--- src/rtl/uart_rx_if.sv ---
// uart_rx_if: received-byte valid/ready channel plus status pulses.
interface uart_rx_if;
  logic [7:0] rx_data;
  logic       rx_valid;
  logic       rx_ready;
  logic       rx_frame_err;
  logic       rx_overrun;
  logic       rx_busy;
  modport master (output rx_data, rx_valid, rx_frame_err, rx_overrun, rx_busy, input rx_ready);
  modport slave  (input rx_data, rx_valid, rx_frame_err, rx_overrun, rx_busy, output rx_ready);
endinterface

--- src/rtl/uart_rx_deframer.sv ---
// uart_rx_deframer: 8N1 UART receiver with a one-entry valid/ready byte buffer.
module uart_rx_deframer #(
  parameter int CLKS_PER_BIT = 434
) (
  input logic      clk,
  input logic      rst,
  input logic      fpag_uart_rx,
  uart_rx_if.master rx
);
  localparam logic [2:0] IDLE  = 3'd0;
  localparam logic [2:0] START = 3'd1;
  localparam logic [2:0] DATA  = 3'd2;
  localparam logic [2:0] STOP  = 3'd3;
  localparam logic [2:0] BRK   = 3'd4;
  localparam logic [15:0] FULL = 16'(CLKS_PER_BIT - 1);
  localparam logic [15:0] HALF = 16'((CLKS_PER_BIT - 1) / 2);
  logic [1:0]  sync_q;
  logic        rxs;
  logic [2:0]  state;
  logic [15:0] cnt;
  logic [2:0]  bidx;
  logic [7:0]  sh;
  logic [15:0] limit;
  logic        hit;
  logic        done;
  logic        ferr;
  logic [7:0]  data_q;
  logic        valid_q;
  logic        ferr_q;
  logic        ovr_q;
  assign rxs = sync_q[1];
  always_comb begin
    limit = state == START ? HALF : FULL;
    hit   = cnt == limit;
    done  = state == STOP && hit && rxs;
    ferr  = state == STOP && hit && !rxs;
  end
  always_ff @(posedge clk or posedge rst)
    if (rst) sync_q <= 2'b11;
    else     sync_q <= {sync_q[0], fpag_uart_rx};
  always_ff @(posedge clk or posedge rst) begin
    if (rst) begin
      state <= IDLE;
      cnt   <= '0;
      bidx  <= '0;
      sh    <= '0;
    end else begin
      cnt <= (state == IDLE || state == BRK || hit) ? 16'd0 : cnt + 16'd1;
      case (state)
        IDLE:  if (!rxs) state <= START;
        START: if (hit) begin
          state <= rxs ? IDLE : DATA;
          bidx  <= '0;
        end
        DATA:  if (hit) begin
          sh    <= {rxs, sh[7:1]};
          bidx  <= bidx + 3'd1;
          state <= bidx == 3'd7 ? STOP : DATA;
        end
        // Return to IDLE on the stop sample so a back-to-back start bit is caught
        STOP:  if (hit) state <= rxs ? IDLE : BRK;
        BRK:   if (rxs) state <= IDLE;
        default: state <= IDLE;
      endcase
    end
  end
  always_ff @(posedge clk or posedge rst) begin
    if (rst) begin
      data_q  <= '0;
      valid_q <= 1'b0;
      ferr_q  <= 1'b0;
      ovr_q   <= 1'b0;
    end else begin
      ferr_q <= ferr;
      ovr_q  <= done && valid_q && !rx.rx_ready;
      if (done && (!valid_q || rx.rx_ready)) begin
        data_q  <= sh;
        valid_q <= 1'b1;
      end else if (valid_q && rx.rx_ready) valid_q <= 1'b0;
    end
  end
  assign rx.rx_data      = data_q;
  assign rx.rx_valid     = valid_q;
  assign rx.rx_frame_err = ferr_q;
  assign rx.rx_overrun   = ovr_q;
  assign rx.rx_busy      = state != IDLE;
endmodule
--- src/flat_wrapper.sv ---
// flat-port wrapper written by rule: the top's interface ports become plain ports
module uart_rx_deframer_flat 
#(
  parameter int CLKS_PER_BIT = 434
)
  (clk, rst, fpag_uart_rx, rx_rx_data, rx_rx_valid, rx_rx_frame_err, rx_rx_overrun, rx_rx_busy, rx_rx_ready);
  uart_rx_if rx_i ();
  input logic clk;
  input logic rst;
  input logic fpag_uart_rx;
  output wire logic [$bits(rx_i.rx_data)-1:0] rx_rx_data;
  output wire logic [$bits(rx_i.rx_valid)-1:0] rx_rx_valid;
  output wire logic [$bits(rx_i.rx_frame_err)-1:0] rx_rx_frame_err;
  output wire logic [$bits(rx_i.rx_overrun)-1:0] rx_rx_overrun;
  output wire logic [$bits(rx_i.rx_busy)-1:0] rx_rx_busy;
  input wire logic [$bits(rx_i.rx_ready)-1:0] rx_rx_ready;
  assign rx_rx_data = rx_i.rx_data;
  assign rx_rx_valid = rx_i.rx_valid;
  assign rx_rx_frame_err = rx_i.rx_frame_err;
  assign rx_rx_overrun = rx_i.rx_overrun;
  assign rx_rx_busy = rx_i.rx_busy;
  assign rx_i.rx_ready = rx_rx_ready;
  uart_rx_deframer #(.CLKS_PER_BIT(CLKS_PER_BIT)) u_core (.clk(clk), .rst(rst), .fpag_uart_rx(fpag_uart_rx), .rx(rx_i));
endmodule
--- config.mk ---
export PLATFORM = sky130hd
export DESIGN_NAME = uart_rx_deframer_flat
export DESIGN_NICKNAME = d
export VERILOG_FILES = /design/src/rtl/uart_rx_if.sv /design/src/rtl/uart_rx_deframer.sv /design/src/flat_wrapper.sv
export SDC_FILE = /design/constraint.sdc
export NUM_CORES = 1
export LEC_CHECK = 0
export BUFFER_PORTS_ARGS = -buffer_cell sky130_fd_sc_hd__buf_2
export CORE_UTILIZATION = 40
export CTS_CLUSTER_DIAMETER = 80
export DETAILED_ROUTE_END_ITERATION = 10
export SYNTH_ARGS = -nofsm -noshare
export SYNTH_HDL_FRONTEND = slang
export SYNTH_SLANG_ARGS = --single-unit
--- constraint.sdc ---
create_clock -name clk -period 2.3 [get_ports clk]
set_input_delay 0.23 -clock clk [delete_from_list [all_inputs] [get_ports clk]]
set_output_delay 0.23 -clock clk [all_outputs]
set_load 0.02 [all_outputs]
==> results of run 1 <==
[power by group through the flow]
stage,logic [mW],clock network [mW],registers [mW]
floorplan,0.0120,0,0.775
global placement,0.0191,0,0.775
detailed placement,0.0200,0,0.775
CTS,0.0203,0.617,0.761
global route,0.0223,0.641,0.761
finish,0.0186,0.599,0.760
[worst min path at each step]
stage	startpoint	to	slack (ns)	depth (start not counted)
finish	fpag_uart_rx	u_core.sync_q[0]$_DFF_PP1_	0.03	1
global route	fpag_uart_rx	u_core.sync_q[0]$_DFF_PP1_	0.02	1
CTS	fpag_uart_rx	u_core.sync_q[0]$_DFF_PP1_	0.02	1
detailed placement	fpag_uart_rx	u_core.sync_q[0]$_DFF_PP1_	0.34	1
global placement	fpag_uart_rx	u_core.sync_q[0]$_DFF_PP1_	0.34	1
floorplan	fpag_uart_rx	u_core.sync_q[0]$_DFF_PP1_	0.23	0
[cell usage after synthesis (all sizes together), types with 2 or more instances]
master / instances / area share, %
a21oi: 8 / 2.2
ha: 3 / 1.9
nand3: 11 / 3.0
clkbuf: 3 / 0.56
nand2b: 2 / 0.62
xnor2: 3 / 1.3
and4: 2 / 0.87
and3: 2 / 0.62
o41ai: 3 / 1.3
o21ai: 7 / 1.7
nand4: 5 / 1.5
nor3: 5 / 1.2
xor2: 5 / 2.2
dfrtp: 41 / 51
nand2: 9 / 1.7
mux2: 17 / 9.5
dfstp: 2 / 2.6
nor4: 2 / 2.1
inv: 3 / 0.56
nor2: 13 / 2.4
or3: 8 / 2.5
or4: 5 / 1.9
buf: 3 / 1.1
nor4b: 3 / 1.6
[layer usage]
layer	wire [um]	vias to the layer above	part of all wire, %
met4	38	0	1.0
met1	1770	703	46
met2	1870	18	49
met3	133	4	3.5
li1	-	689	-
met5	0	-	0
[cell families after synthesis]
logic type | share of synthesized area, %
AOI/OAI and AO/OA | 6.69
xor gates and xnor gates | 3.47
adders and majority gates | 1.86
buffers and inverters | 2.17
DFF | 53.4
muxes | 9.47
and+or+nand+nor | 23.0
[registers in the layout (all words and copies together), names as in the netlist]
name,flops
u_core.rx.rx_overrun,1
u_core.rx.rx_frame_err,1
u_core.cnt,16
u_core.rx.rx_valid,1
u_core.sh,8
u_core.sync_q,2
u_core.rx.rx_data,8
u_core.bidx,3
u_core.state,3
[worst max-delay path, stage by stage (launching register included)]
cell and delay, ns:
dfrtp_1 0.44, nor4b_1 0.36, nand3_2 0.22, buf_4 0.24
or4_1 0.50, a211oi_1 0.23
[layout make-up]
cell class                      count  area [um^2]
Inverter                            3         11.3
Multi-Input combinational cell    124          898
Sequential cell                    43         1080
Timing Repair Buffer               23          135
Fill cell                         446         2460
Clock buffer                        5         68.8
Tap cell                           67         83.8
Clock inverter                      3         47.5
[through the flow]
stage / util [%] / instances / instance area (um^2) / setup WS [ns] / hold WS [ns]
after global placement: 46.1 / 260 / 2210 / 0.259 / 0.339
after floorplan: - / 176 / 2020 / 0.358 / 0.234
after global routing: 48.5 / 268 / 2320 / 0.0458 / 0.0158
final: 48.5 / 268 / 2320 / 0.214 / 0.0260
after detailed placement: 46.1 / 260 / 2210 / 0.216 / 0.338
after CTS: 48.5 / 268 / 2320 / 0.187 / 0.0151
[cells in the final DEF (no fill, tap or decap), drive strengths merged, types with 2 or more instances in the layout]
cell type  synthesis  final
nor4               2      2
nand4              5      5
o21ai              7      7
inv                3      4
xor2               5      5
buf                3     23
nor2              13     13
nor4b              3      3
nor3               5      5
nand2b             2      2
xnor2              3      3
nand2              9      9
o41ai              3      3
clkbuf             3      5
nand3             11     11
mux2              17     17
dfstp              2      2
a21oi              8      8
and4               2      2
and3               2      2
or4                5      5
or3                8      8
ha                 3      3
dfrtp             41     41
==> results.py, run 1 <==
metrics = {
    "place": {
        "io_buffers": 15,
        "dp_hpwl_um": 2670,
        "routabilityCongestion": 0.809,
    },
    "sta": {
        "hold_violations": 0,
        "fin_skew_ns": 0.00733,
        "rsz0062_at_grt": "false",
        "fin_crit_ns": 2.09,
        "timing.final.crit_share_pct": 90.7,
        "worst_pin_slew_ns": 0.725,
        "timing.slew.headroom_pct": 51.6,
        "fin_tns_setup_ns": 0,
        "slew_violations": 0,
        "setup_viol": 0,
        "fmax_mhz": 479,
    },
    "global_route": {
        "grt_max_degree": 44,
        "met3_usage_pct": 4.70,
        "grtUsageMet1_pct": 21.9,
        "grt_pass1_vias": 1492,
        "busiest_layer": "met2",
        "grt.total_usage_pct": 17.1,
        "grt-ovfl-total": 0,
        "use_met2_pct": 27.6,
        "antenna_found_initial": 0,
        "grt_pass1_wl_um": 6990,
    },
    "pwr": {
        "p_leak_nw": 1.06,
        "intPower_mw": 1.09,
        "p_clk_share_pct": 43.5,
        "switching_share_pct": 20.8,
        "net-switching-power_uw": 287,
        "ir_worst_vdd_mv": 0.531,
        "finalPower_mw": 1.38,
        "power.density_mw_per_mm2": 593,
        "sequentialPowerShare_pct": 55.2,
        "combPwrFrac_pct": 1.4,
    },
    "critical_path": {
        "r2r_slack_ns": 0.21,
        "crit_path_end": "u_core.state[0]$_DFFE_PP0P_",
        "timing_worst_setup_path_type": "reg2reg",
        "cp.arrival_ns": 2.29,
        "critPathLaunchType": "flop",
        "rr_endpoint": "u_core.state[0]$_DFFE_PP0P_",
        "crit_fanout": 11,
        "r2r_start": "u_core.cnt[10]$_DFF_PP0_",
        "end_kind": "flop",
        "reg2reg_depth": 5,
        "cp.required_ns": 2.51,
        "startpoint": "u_core.cnt[10]$_DFF_PP0_",
    },
    "floorplanning": {
        "fp.dieH_um": 73.1,
        "dieArea_mm2": 0.00534,
        "die_w_um": 73.1,
        "rows": 25,
        "initial_core_util_pct": 42.2,
        "core_mm2": 0.00479,
        "io_pins": 16,
    },
    "clock_network": {
        "cts_hold_buffers": 0,
        "clk_latency_ns": 0.30,
        "postCtsSetupBuffers": 0,
        "tritoncts": "done",
        "clockBufferDepth": 2,
        "root_buffer": "clkbuf_8",
        "cts_buffers": 5,
        "cts.clk_slew.worst_paths_ns": 0.09,
        "cts.repair.resized": 0,
        "cts_sinks": 43,
        "h-tree-depth": 2,
    },
    "synth": {
        "synth_edf_count": 0,
        "async_flop_share_pct": 100,
        "synthDistinctLibCells": 39,
        "synthCells": 176,
        "synth_flop_cell": "dfrtp_1",
        "netlist_area_mm2": 0.00202,
        "syn-num-nets": 183,
        "yosysSeqAreaShare_pct": 53.4,
        "syn_area_per_cell_um2": 11.5,
        "synth_seq_cells": 43,
        "ys_warn_count": 0,
    },
    "min_path": {
        "min_path_type": "in2reg",
    },
    "drt": {
        "viasPerCell": 5.28,
        "drtPass1Iterations": 4,
        "postRouteWirelength_um": 3810,
        "num_vias": 1414,
        "drcViolationCount": 0,
        "ant_nets": 0,
        "drt-wirelength-per-cell_um": 14.2,
        "drt_iter0_drc": 44,
    },
    "final_layout": {
        "areaGrowthSynthToFinish_pct": 15.0,
        "antennaDiodeCount": 0,
        "num-nets-final": 207,
        "drive_above_1_share_pct": 28.4,
    },
    "flow_run": {
        "drv_cap": 0,
    },
    "status": {
        "outcome": "finished clean",
    },
}
Power figures use the tool's default switching activity.
==> inputs of run 2 (changes only) <==
--- a/config.mk
+++ b/config.mk
@@ -5,6 +5,7 @@
 export SDC_FILE = /design/constraint.sdc
 export NUM_CORES = 1
 export LEC_CHECK = 0
+export ABC_AREA = 1
 export BUFFER_PORTS_ARGS = -buffer_cell sky130_fd_sc_hd__buf_2
 export CORE_UTILIZATION = 40
 export CTS_CLUSTER_DIAMETER = 80
==> run 2 against run 1 <==
Clock power grew 18%; die area grew 7.6%; synthesized cell count up 49%; sequential share of layout area shrank 2.4 points; flip-flop and latch count stayed put; clock skew grew 0.0036 ns; register-to-register slack gained 0.43 ns; utilization fell by 1.1 points; via count is 15% higher; critical path depth rose by 5; largest power group unchanged.
==> results.py, run 2 <==
metrics = {
    "status": {
        "outcome": "finished clean",
    },
    "critical_path": {
        "rr_endpoint": "u_core.rx.rx_data[4]$_DFFE_PP0P_",
        "path_cells": "inv_2 > nand2_2 > nor2_1 > nand2_1 > nand2_2 > nand3_4 > nor2_8 > nand2_4 > nand2_1 > nand2_1",
        "slowest_stage": "dfrtp_1",
        "r2r_start": "u_core.state[2]$_DFFE_PP0P_",
        "slowest_delay_ns": 0.44,
        "crit_fanout": 12,
        "startpoint": "u_core.state[2]$_DFFE_PP0P_",
        "crit_top_cell": "nand2_1",
        "end_kind": "flop",
        "cp.arrival_ns": 1.86,
        "timing_worst_setup_path_type": "reg2reg",
        "critPathLaunchType": "flop",
        "cp.required_ns": 2.50,
        "crit_path_end": "u_core.rx.rx_data[4]$_DFFE_PP0P_",
        "r2r_slack_ns": 0.64,
        "reg2reg_depth": 10,
    },
    "place": {
        "placed_area_mm2": 0.00231,
        "routabilityCongestion": 0.814,
        "dp_hpwl_um": 2750,
        "dp_slack_ns": 0.620,
        "io_buffers": 15,
    },
    "synth": {
        "syn_area_per_cell_um2": 8.28,
        "post_synth_most_frequent_cells": "nand2_1 (82), dfrtp_1 (41), nor2_1 (28)",
        "netlist_area_mm2": 0.00218,
        "synthCells": 263,
        "yosysSeqAreaShare_pct": 49.5,
        "yosys-top-cells-area": "dfrtp_1 (47%), nand2_1 (14%), nor2_1 (4.8%), inv_1 (4.0%), nand3_1 (3.9%)",
        "synthDistinctLibCells": 30,
        "yosysTopAreaCellShare_pct": 47.1,
        "synth_edf_count": 0,
        "syn-num-nets": 270,
        "synth.largest_area_cell": "dfrtp_1",
        "synth_flop_cell": "dfrtp_1",
        "synth.most_common_cell": "nand2_1",
        "synth_seq_cells": 43,
        "ys_warn_count": 0,
        "async_flop_share_pct": 100,
    },
    "final_layout": {
        "antennaDiodeCount": 0,
        "mostFrequentLayoutCell": "nand2_1",
        "n_fill_cell": 505,
        "top_register": "u_core.cnt",
        "final_area_mm2": 0.00245,
        "areaGrowthSynthToFinish_pct": 12.6,
        "multiInputGateArea_um2": 937,
        "final_cell_mix": "nand2_1 (82), dfrtp_1 (41), nor2_1 (28)",
        "ff_latch_area_mm2": 0.00108,
        "drive_above_1_share_pct": 21.2,
        "largest_reg_flops": 16,
        "utilization_pct": 47.4,
        "num-nets-final": 289,
    },
    "clock_network": {
        "cts_hold_buffers": 1,
        "cts.clk_slew.worst_paths_ns": 0.09,
        "cts_sinks": 43,
        "cts_buffers": 5,
        "tritoncts": "done",
        "h-tree-depth": 2,
        "cts.repair.resized": 0,
        "clockBufferDepth": 2,
        "clk_latency_ns": 0.30,
        "root_buffer": "clkbuf_8",
        "postCtsSetupBuffers": 0,
    },
    "drt": {
        "num_vias": 1623,
        "viasPerCell": 4.60,
        "drcViolationCount": 0,
        "drt-wirelength-per-cell_um": 10.8,
        "drt_iter0_drc": 110,
        "ant_nets": 0,
        "postRouteWirelength_um": 3810,
        "drtPass1Iterations": 4,
    },
    "sta": {
        "slew_violations": 0,
        "fin_tns_setup_ns": 0,
        "timing.slew.headroom_pct": 48.8,
        "fmax_mhz": 603,
        "setup_viol": 0,
        "rsz0062_at_grt": "false",
        "worst_slack_ns": 0.641,
        "fin_skew_ns": 0.0109,
        "timing.final.crit_share_pct": 72.1,
        "hold_violations": 0,
        "fin_crit_ns": 1.66,
        "worst_pin_slew_ns": 0.763,
    },
    "global_route": {
        "grt_pass1_vias": 1392,
        "antenna_found_initial": 0,
        "grt_max_degree": 23,
        "grt_pass1_wl_um": 6360,
        "grt.total_usage_pct": 15.0,
        "grt-ovfl-total": 0,
    },
    "floorplanning": {
        "dieArea_mm2": 0.00574,
        "rows": 26,
        "fp.dieH_um": 75.8,
        "die_w_um": 75.8,
        "core_mm2": 0.00517,
        "initial_core_util_pct": 42.1,
        "io_pins": 16,
    },
    "pwr": {
        "finalPower_mw": 1.49,
        "power.density_mw_per_mm2": 607,
        "p_leak_nw": 1.32,
        "ir_worst_vdd_mv": 0.265,
    },
    "min_path": {
        "min_path_type": "in2reg",
    },
    "flow_run": {
        "drv_cap": 0,
    },
}
run 2: cell count changes in the layout (fill, tap and decap cells not counted), moves of 9 or more:
| cell | before | now |
|---|---|---|
| inv_2 | 0 | 9 |
| inv_1 | 3 | 22 |
| nand2_2 | 0 | 9 |
| mux2_2 | 17 | 0 |
| nor2_1 | 13 | 28 |
| nand2_1 | 9 | 82 |
| o21ai_1 | 0 | 10 |
run 2: area by class of cell:
| type | instances | share of cell area (%) |
|---|---|---|
| multi-input cells | 183 | 38.2 |
| clock buffers | 5 | 2.81 |
| inverters | 32 | 4.90 |
| repair buffers | 17 | 3.78 |
| flip-flops and latches | 43 | 44.0 |
| clock inverters | 3 | 2.76 |
| well taps | 70 | 3.57 |
run 2: metrics by stage:
step / cells / hold WS [ns]
4_1_cts: 353 / 0.00882
2_1_floorplan: 263 / 0.234
3_3_place_gp: 344 / 0.311
3_5_place_dp: 344 / 0.317
6_report: 353 / 0.0225
5_1_grt: 353 / 0.00741
run 2: critical path, delay by kind of cell, from the launching register on:
family	cells	cell delay [ns]
AND/OR/NAND/NOR	9	0.99
flip-flops	1	0.44
buffers and inverters	1	0.12
run 2: how the worst min path moves through the flow:
stage | startpoint | endpoint | cells after the start
global route | fpag_uart_rx | u_core.sync_q[0]$_DFF_PP1_ | 1
detailed placement | rst | u_core.cnt[13]$_DFF_PP0_ | 2
CTS | fpag_uart_rx | u_core.sync_q[0]$_DFF_PP1_ | 1
finish | fpag_uart_rx | u_core.sync_q[0]$_DFF_PP1_ | 1
global placement | rst | u_core.cnt[13]$_DFF_PP0_ | 2
floorplan | fpag_uart_rx | u_core.sync_q[0]$_DFF_PP1_ | 0
run 2: where the power goes:
group,switching [mW],internal [mW],leakage (nW)
Combinational,0.0158,0.00461,0.679
Sequential,0.00233,0.759,0.579
Clock,0.273,0.433,0.0644
run 2: logic make-up after synthesis:
logic type / Yosys count / share of synthesized area [%]
buffers and inverters: 37 / 7.47
DFF: 43 / 49.5
adders and majority gates: 3 / 1.72
xor gates and xnor gates: 4 / 1.61
and+or+nand+nor: 159 / 35.7
AOI/OAI and AO/OA: 17 / 4.02
run 2: metal layers:
layer  part of all wire (%)  vias to the layer above  GRT usage, %
li1                       -                      852             -
met1                     52                      739          21.2
met2                     43                       28          21.6
met3                    3.8                        4          4.37
met4                   0.95                        0          5.56
met5                      0                        -             0
==> inputs of run 3 (changes only) <==
==> constraint.sdc (replaced) <==
create_clock -name clk -period 1.3 [get_ports clk]
set_input_delay 0.13 -clock clk [delete_from_list [all_inputs] [get_ports clk]]
set_output_delay 0.13 -clock clk [all_outputs]
set_load 0.02 [all_outputs]
==> run 3 against run 2 <==
The flow now finishes with violations (setup timing); routed wire length rose by 26%; maximum frequency rose by 9.6%; critical path type unchanged; flip-flop and latch count is the same; largest cell class is now multi-input gates; sequential power rose by 76%; non-clock buffer count is 68 higher; global-route usage up 2.3 points; sequential share of layout area fell by 9.9 points; final area grew 29%; highest routed layer unchanged; combinational power grew to 2.6 times the previous value.
==> results.py, run 3 (synthesis results as in run 2) <==
metrics = {
    "min_path": {
        "min_path_type": "in2async",
    },
    "final_layout": {
        "drive_above_1_share_pct": 45.0,
        "num-nets-final": 357,
        "final_cell_mix": "nand2_1 (73), buf_4 (57), dfrtp_1 (40)",
        "top_register": "u_core.cnt",
        "largest_reg_flops": 16,
        "fin_cells": 421,
        "areaGrowthSynthToFinish_pct": 45.7,
        "mostFrequentLayoutCell": "nand2_1",
        "n_fill_cell": 430,
        "final_area_mm2": 0.00317,
        "antennaDiodeCount": 0,
    },
    "critical_path": {
        "crit_buf_inv": 2,
        "timing_worst_setup_path_type": "reg2reg",
        "cp.arrival_ns": 1.76,
        "crit_fanout": 6,
        "critPathLaunchType": "flop",
        "cp.required_ns": 1.55,
        "slowest_stage": "dfrtp_1",
        "path_cells": "inv_1 > nand2_1 > nor2_2 > nand2_2 > nor2_4 > nand3_4 > nor2_8 > buf_6 > nand3_1 > nand2_1",
        "crit_top_cell": "nand2_1",
        "end_kind": "flop",
        "slowest_delay_ns": 0.43,
        "cp_top_family": "simple AND/OR/NAND/NOR gates",
    },
    "sta": {
        "worst_pin_slew_ns": 0.594,
        "fin_skew_ns": 0.00425,
        "fin_tns_setup_ns": -5.70,
        "rsz0062_at_grt": "true",
        "timing.final.crit_share_pct": 116,
        "timing.slew.headroom_pct": 60.2,
        "setup_viol": 41,
        "worst_slack_ns": -0.214,
        "fin_crit_ns": 1.51,
        "fmax_mhz": 661,
        "slew_violations": 0,
        "hold_violations": 0,
    },
    "floorplanning": {
        "rows": 26,
        "dieArea_mm2": 0.00574,
        "io_pins": 16,
        "die_w_um": 75.8,
        "core_mm2": 0.00517,
        "fp.dieH_um": 75.8,
        "initial_core_util_pct": 42.1,
    },
    "drt": {
        "drt_iter0_drc": 69,
        "num_vias": 1915,
        "postRouteWirelength_um": 4790,
        "ant_nets": 0,
        "drcViolationCount": 0,
        "drtPass1Iterations": 4,
        "drt-wirelength-per-cell_um": 11.4,
        "viasPerCell": 4.55,
    },
    "place": {
        "dpl.cell_count": 388,
        "io_buffers": 15,
        "dp_hpwl_um": 3210,
        "placed_area_mm2": 0.00269,
        "routabilityCongestion": 0.870,
    },
    "pwr": {
        "net-switching-power_uw": 548,
        "power.density_mw_per_mm2": 723,
        "p_clk_share_pct": 39.1,
        "intPower_mw": 1.74,
        "p_leak_nw": 1.69,
        "combPwrFrac_pct": 2.3,
        "ir_worst_vdd_mv": 0.442,
        "finalPower_mw": 2.29,
        "sequentialPowerShare_pct": 58.6,
        "switching_share_pct": 23.9,
    },
    "global_route": {
        "grt_pass1_vias": 1739,
        "grt_max_degree": 25,
        "grt-ovfl-total": 0,
        "grt.total_usage_pct": 17.3,
        "antenna_found_initial": 0,
        "grt_pass1_wl_um": 7390,
    },
    "clock_network": {
        "cts_buffers": 5,
        "tritoncts": "done",
        "clockBufferDepth": 2,
        "root_buffer": "clkbuf_8",
        "clk_latency_ns": 0.30,
        "h-tree-depth": 2,
        "cts.clk_slew.worst_paths_ns": 0.09,
        "cts_sinks": 43,
    },
    "status": {
        "outcome": "finished, violations left",
        "violations": "setup timing",
    },
    "flow_run": {
        "drv_cap": 0,
    },
}
[run 3: cell types whose count changed in the layout (fill, tap and decap cells not counted), sizes merged]
cell         before  now
dlygate4sd3       1    2
buf              16   83
clkinv            1    3
bufinv            2    0
[run 3: power by group through the flow]
stage | logic (mW) | registers (mW) | clock network [mW]
floorplan | 0.0217 | 1.37 | 0
global placement | 0.0485 | 1.37 | 0
detailed placement | 0.0493 | 1.37 | 0
CTS | 0.0543 | 1.34 | 0.922
global route | 0.0612 | 1.34 | 0.968
finish | 0.0523 | 1.34 | 0.897
[run 3: worst register-to-register path: stages (launching register included)]
cell and delay [ns]:
dfrtp_1 0.43, inv_1 0.07, nand2_1 0.05, nor2_2 0.13, nand2_2 0.08, nor2_4 0.10
nand3_4 0.13, nor2_8 0.19, buf_6 0.14, nand3_1 0.07, nand2_1 0.07
[run 3: layout make-up]
cell class | count | area, um^2 | area share [%]
clock inverter | 3 | 25.0 | 0.789
timing repair buffer | 85 | 671 | 21.1
tap | 70 | 87.6 | 2.76
sequential | 43 | 1080 | 34.0
clock buffer | 5 | 68.8 | 2.17
multi-input combinational | 183 | 1120 | 35.3
inverter | 32 | 123 | 3.86
[run 3: timing repair]
item	in CTS	in global routing
hold buffers	2	0
hold endpoints to repair	11	0
endpoints found under the setup margin	42	42
setup buffers	12	11
pin swaps	7	18
cloned	0	0
gates resized for setup	19	34
[run 3: worst paths after layout]
| check | cells past startpoint | endpoint | from | slack [ns] |
|---|---|---|---|---|
| max in group asynchronous | 4 | u_core.cnt[6]$_DFF_PP0_ | rst | 0.48 |
| max | 10 | u_core.rx.rx_data[7]$_DFFE_PP0P_ | u_core.cnt[2]$_DFF_PP0_ | -0.21 |
| min reg2reg | 0 | u_core.sync_q[1]$_DFF_PP1_ | u_core.sync_q[0]$_DFF_PP1_ | 0.36 |
| max reg2reg | 10 | u_core.rx.rx_data[7]$_DFFE_PP0P_ | u_core.cnt[2]$_DFF_PP0_ | -0.21 |
| min in group clk | 4 | u_core.rx.rx_overrun$_DFF_PP0_ | rx_rx_ready | 0.36 |
| min | 3 | u_core.cnt[12]$_DFF_PP0_ | rst | 0.35 |
[run 3: per-stage QoR]
stage,util [%],setup WS [ns],hold WS (ns)
final,61.3,-0.214,0.352
after detailed placement,51.9,-0.212,0.146
after global routing,61.3,-0.327,0.360
after floorplan,-,-0.110,0.134
after global placement,51.9,-0.172,0.140
after CTS,57.1,-0.192,0.345
[run 3: routing by layer]
metal | up-vias | wire [um] | track usage [%]
met2 | 23 | 2350 | 28.7
met5 | - | 0 | 0
met4 | 0 | 61 | 6.17
li1 | 990 | - | -
met1 | 896 | 2250 | 21.9
met3 | 6 | 130 | 4.37
